$ cat config.mk
export PLATFORM = sky130hd
export DESIGN_NAME = register_file_ctrl
export DESIGN_NICKNAME = d
export VERILOG_FILES = /design/src/rtl/regfile_pkg.sv /design/src/rtl/regfile_clear_seq.sv /design/src/rtl/register_file_ctrl.sv
export SDC_FILE = /design/constraint.sdc
export NUM_CORES = 1
export LEC_CHECK = 0
export CORE_MARGIN = 2
export CORE_UTILIZATION = 30
export CTS_CLUSTER_SIZE = 14
export DETAILED_ROUTE_END_ITERATION = 8
export PLACE_DENSITY = 0.63
export SKIP_LAST_GASP = 1
export SLEW_MARGIN = 25
export SYNTH_ARGS = -nofsm -noshare
export SYNTH_HDL_FRONTEND = slang
export SYNTH_HIERARCHICAL = 1
export SYNTH_SLANG_ARGS = --single-unit
export TNS_END_PERCENT = 5
$ cat constraint.sdc
create_clock -name clk -period 1.5 [get_ports clk]
set_clock_uncertainty 0.05 [all_clocks]
set_input_delay 0.15 -clock clk [delete_from_list [all_inputs] [get_ports clk]]
set_output_delay 0.15 -clock clk [all_outputs]
set_load 0.05 [all_outputs]
$ cat src/rtl/regfile_pkg.sv
// rtl/regfile_pkg.sv - shared types, defaults and helpers for the register file controller
package regfile_pkg;

  localparam int REGFILE_WIDTH_DEFAULT = 8;
  localparam int REGFILE_DEPTH_DEFAULT = 4;

  typedef enum logic {
    REGFILE_IDLE  = 1'b0,
    REGFILE_CLEAR = 1'b1
  } regfile_state_e;

  // Index width needed to address `value` entries (minimum 1 bit).
  function automatic int clog2(input int value);
    int r;
    int v;
    r = 0;
    v = value - 1;
    while (v > 0) begin
      r = r + 1;
      v = v >> 1;
    end
    if (r == 0) r = 1;
    return r;
  endfunction

endpackage

$ cat src/rtl/regfile_clear_seq.sv
// rtl/regfile_clear_seq.sv - hardware clear sequencer: walks every register index once and flags busy
module regfile_clear_seq
  import regfile_pkg::*;
#(
  parameter int DEPTH = REGFILE_DEPTH_DEFAULT,
  parameter int AW    = clog2(DEPTH)
) (
  input  logic          clk,
  input  logic          reset,
  input  logic          clear_req,
  output logic          busy,
  output logic          clr_we,
  output logic [AW-1:0] clr_idx
);

  regfile_state_e state_q, state_d;
  logic [AW-1:0]  idx_q, idx_d;
  logic           busy_q, busy_d;

  // Next-state: a clear request is only honoured from IDLE, so requests during a sweep are ignored.
  always_comb begin
    state_d = state_q;
    idx_d   = idx_q;
    busy_d  = busy_q;
    case (state_q)
      REGFILE_IDLE: begin
        if (clear_req) begin
          state_d = REGFILE_CLEAR;
          idx_d   = '0;
          busy_d  = 1'b1;
        end
      end
      REGFILE_CLEAR: begin
        if (idx_q == AW'(DEPTH - 1)) begin
          state_d = REGFILE_IDLE;
          idx_d   = '0;
          busy_d  = 1'b0;
        end else begin
          idx_d = idx_q + 1'b1;
        end
      end
      default: begin
        state_d = REGFILE_IDLE;
        idx_d   = '0;
        busy_d  = 1'b0;
      end
    endcase
  end

  // FSM state, sweep index and registered busy flag; reset aborts any sweep in progress.
  always_ff @(posedge clk or posedge reset) begin
    if (reset) begin
      state_q <= REGFILE_IDLE;
      idx_q   <= '0;
      busy_q  <= 1'b0;
    end else begin
      state_q <= state_d;
      idx_q   <= idx_d;
      busy_q  <= busy_d;
    end
  end

  assign busy    = busy_q;
  assign clr_we  = (state_q == REGFILE_CLEAR);
  assign clr_idx = idx_q;

endmodule

$ cat src/rtl/register_file_ctrl.sv
// rtl/register_file_ctrl.sv - DEPTH x WIDTH register file, two registered read ports, clear sequencer; optional REGFILE_WRITE_BYPASS_EN
module register_file_ctrl
  import regfile_pkg::*;
#(
  parameter int WIDTH = REGFILE_WIDTH_DEFAULT,
  parameter int DEPTH = REGFILE_DEPTH_DEFAULT,
  localparam int AW   = clog2(DEPTH)
) (
  input  logic             clk,
  input  logic             reset,
  input  logic             save,
  input  logic [AW-1:0]    wr_addr,
  input  logic [WIDTH-1:0] alu_out,
  input  logic [AW-1:0]    rd_addr_a,
  input  logic [AW-1:0]    rd_addr_b,
  output logic [WIDTH-1:0] data_out_a,
  output logic [WIDTH-1:0] data_out_b,
  input  logic             clear_req,
  output logic             busy
);

  logic [WIDTH-1:0] regs_q [DEPTH];
  logic [WIDTH-1:0] regs_d [DEPTH];
  logic [WIDTH-1:0] rd_a_q, rd_a_d;
  logic [WIDTH-1:0] rd_b_q, rd_b_d;
  logic             clr_we;
  logic [AW-1:0]    clr_idx;
  logic             wr_accept;

  regfile_clear_seq #(
    .DEPTH (DEPTH),
    .AW    (AW)
  ) u_clear_seq (
    .clk       (clk),
    .reset     (reset),
    .clear_req (clear_req),
    .busy      (busy),
    .clr_we    (clr_we),
    .clr_idx   (clr_idx)
  );

  // A write lands only in IDLE, loses to a same-edge clear request, and must target an existing register.
  assign wr_accept = !clr_we && save && !clear_req && (32'(wr_addr) < DEPTH);

  // Storage update: the clear sweep owns the array while it runs.
  always_comb begin
    for (int i = 0; i < DEPTH; i++) begin
      regs_d[i] = regs_q[i];
      if (clr_we && (32'(clr_idx) == i)) begin
        regs_d[i] = '0;
      end else if (wr_accept && (32'(wr_addr) == i)) begin
        regs_d[i] = alu_out;
      end
    end
  end

  // Read muxes: out-of-range indices read as zero; same-edge writes forward only when bypass is built in.
  always_comb begin
    rd_a_d = '0;
    rd_b_d = '0;
    for (int i = 0; i < DEPTH; i++) begin
      if (32'(rd_addr_a) == i) rd_a_d = regs_q[i];
      if (32'(rd_addr_b) == i) rd_b_d = regs_q[i];
    end
`ifdef REGFILE_WRITE_BYPASS_EN
    if (wr_accept && (rd_addr_a == wr_addr)) rd_a_d = alu_out;
    if (wr_accept && (rd_addr_b == wr_addr)) rd_b_d = alu_out;
`endif
  end

  // Array and read-data registers, cleared asynchronously.
  always_ff @(posedge clk or posedge reset) begin
    if (reset) begin
      for (int i = 0; i < DEPTH; i++) regs_q[i] <= '0;
      rd_a_q <= '0;
      rd_b_q <= '0;
    end else begin
      for (int i = 0; i < DEPTH; i++) regs_q[i] <= regs_d[i];
      rd_a_q <= rd_a_d;
      rd_b_q <= rd_b_d;
    end
  end

  assign data_out_a = rd_a_q;
  assign data_out_b = rd_b_q;

endmodule

==> results.md <==
* Run status: finished, final reports clean
* FF-to-FF End: regs_q[18]$_DFFE_PP0P_
* Slew Limit Fails at 0
* Vias per inst at 4.59
* RePlAce Congestion at 0.745
* Bufs on Longest Clock Path at 2
* TritonCTS Buffers at 5
* Largest net degree at the start of global routing at 49
* Synth warnings at 6
* Synth Register Bits at between 50 and 60
* Cell variety after synth at 21
* Setup violators final at 0
* First-pass GRT wire length at roughly 8.5 mm
* IO Port Bufs at 34
* Crit path DAT at 1.65 ns
* Global Route Usage Sum at 13.1%
* Mapped Nets at 191
* Clock slew at reported path FFs at about 0.09 ns
* CP startpoint kind: flip-flop
* VDD IR max at approximately 0.0008 V
* Final hold vios at 0
* Initial Util at 30.7%
* Register area share after synthesis at approximately 55%
* Period utilization at 97.8%
* Routed WL per cell at 15.1 um
* CTS Hold Bufs at 0
* R2R Path Start: u_clear_seq/clr_we$_DFF_PP0_
* Share of cells above drive strength 1 at 30.9%
* CP max FO at 8
* Setup TNS Final at 0 ns
* Total grt overflow at 0
* Highest-count cells in the layout ignoring fill and taps: 52 x dfrtp_1, 40 x buf_4, 33 x nand2_1
* Slew margin rel. at between 70% and 80%
* Antenna cells at 0
* Post-Syn Area at 2350 um2
* CTS tree: done
* Die width at 92.4 um
* Core area at between 7000 and 8000 um2
* Number of DRC markers in iteration 0 at 99
* Post-DP HPWL at 3.72 mm
* Post-route minimum period at 1.47 ns
* Worst-Margin Slew at 0.429 ns
* HP Class: in -> async
* WS Path Type: reg -> reg
* Register-to-register setup slack at 0.03 ns
* Final worst setup slack at 0.0329 ns
* Via count at 1537
* WL final at 5.08 mm
* Place WS at -0.208 ns
* Worst path required time at 1.68 ns
* CTS Sinks at 52
* Number of global-route vias before repair at 1660
* Leak at 0.00152 uW
* Fillers at around 740
* Io pins at 35
* Synth Area per Inst at around 14 um2
* Leading cell type in the layout, fill and taps excluded: dfrtp_1
* Crit path from: u_clear_seq/clr_we$_DFF_PP0_
* Pwr dens at 1360 nW/um2
* Power Total at 4210 uW
* Final Instance Area at 3100 um2
* Unrepaired setup endpoints after global routing: yes
* DRT Pass-1 Iters at 4
* Top cell type's share of synthesized area at 55.5%
* Antenna violations before repair at 0
* Worst R2R Path Depth at 5
* Gate Count Post-Synth at 171
* WHS at 0.0196 ns
* Die Span Y at 92.4 um
* Cell Area, Placed at approximately 3000 um2
* P&R area growth vs syn at 32.0%
* Crit end category: flip-flop
* H-tree levels at 2
* Fmax at between 600 and 700 MHz
* Root buffer cell: clkbuf_8
* # nets final at 252
* Synth area leaders: dfrtp_1 55%, mux4_2 15%, mux2i_1 14%, nand2_1 5.3%, inv_1 1.8%
* Worst setup path end: regs_q[18]$_DFFE_PP0P_
* Final ANT Viol Nets at 0
* Yosys top cell by area: dfrtp_1
* FP Rows at 32
* Max cap viols at 0
* DRC viols at 0
* Worst skew pair latency at 0.31 ns
* Die area at 8540 um2
[what timing repair did]
item,CTS,global route
pin swaps,1,0
resized for setup,1,0
setup buffers,1,1
setup endpoints to repair,1,11
[cell usage after synthesis]
master    number
mux2i_1       32
inv_1         11
a21oi_1        1
nand3_2        1
nor3b_2        3
mux4_2        16
nand3b_1       3
o21ai_0        1
buf_1          1
a21o_1         1
nand2b_1       1
nand2_1       33
or3b_1         1
ha_1           2
o22ai_1        1
buf_4          2
and3b_1        1
dfrtp_1       52
nand3_1        1
buf_2          5
nor2_1         2
[registers in the layout (all words and copies together) (netlist names)]
register / count
data_out_b: 8
u_clear_seq/busy: 1
data_out_a: 8
u_clear_seq/clr_idx: 2
u_clear_seq/clr_we: 1
regs_q: 32
[per-layer routing]
layer | GRT usage [%] | vias up | share of wire (%)
li1 | - | 719 | -
met1 | 17.2 | 783 | 44
met2 | 21.4 | 28 | 51
met3 | 3.17 | 7 | 3.6
met4 | 4.60 | 0 | 1.9
met5 | 0 | - | 0
[cells by family after synthesis]
family                     count (synthesis)  synth area share, %
muxes                                     48                 29.0
DFF                                       52                 55.5
buffers and inverters                     19                 3.63
and+or+nand+nor                           46                 9.81
adders and majority gates                  2                 1.07
AOI/OAI and AO/OA                          4                 1.01
[area by class of cell]
class                           count  area, um2  share of cell area [%]
Clock buffer                        8       90.1                    2.91
Tap cell                          102        128                    4.12
Inverter                           11       41.3                    1.33
Multi-Input combinational cell    100        966                    31.2
Sequential cell                    52       1300                    42.0
Timing Repair Buffer               62        571                    18.4
[stage by stage]
step	instances	util [%]
floorplan	171	-
global placement	325	39.0
global route	335	40.5
detailed placement	325	39.0
finish	335	40.5
CTS	334	40.4
[worst min-delay path by stage]
| stage | start | slack, ns | endpoint |
|---|---|---|---|
| 6_report | reset | 0.02 | u_clear_seq/clr_we$_DFF_PP0_ |
| 2_1_floorplan | reset | -0.13 | u_clear_seq/busy$_DFFE_PP0P_ |
| 4_1_cts | reset | 0.02 | u_clear_seq/busy$_DFFE_PP0P_ |
| 5_1_grt | reset | 0.04 | u_clear_seq/busy$_DFFE_PP0P_ |
| 3_5_place_dp | reset | 0.37 | u_clear_seq/busy$_DFFE_PP0P_ |
| 3_3_place_gp | reset | 0.36 | u_clear_seq/busy$_DFFE_PP0P_ |
[critical path, cell delays in order, from the launching register on]
cell     delay [ns]
dfrtp_1        0.42
nor3b_2        0.21
buf_4          0.15
and3b_1        0.20
buf_12         0.15
mux2i_1        0.21
[where the power goes]
group          total (uW)  switching [uW]  internal [uW]
Combinational        1480             833            649
Clock                 828             450            377
Sequential           1900             206           1690
Total                4210            1490           2720
No activity file was read; power rests on OpenSTA's default activity.
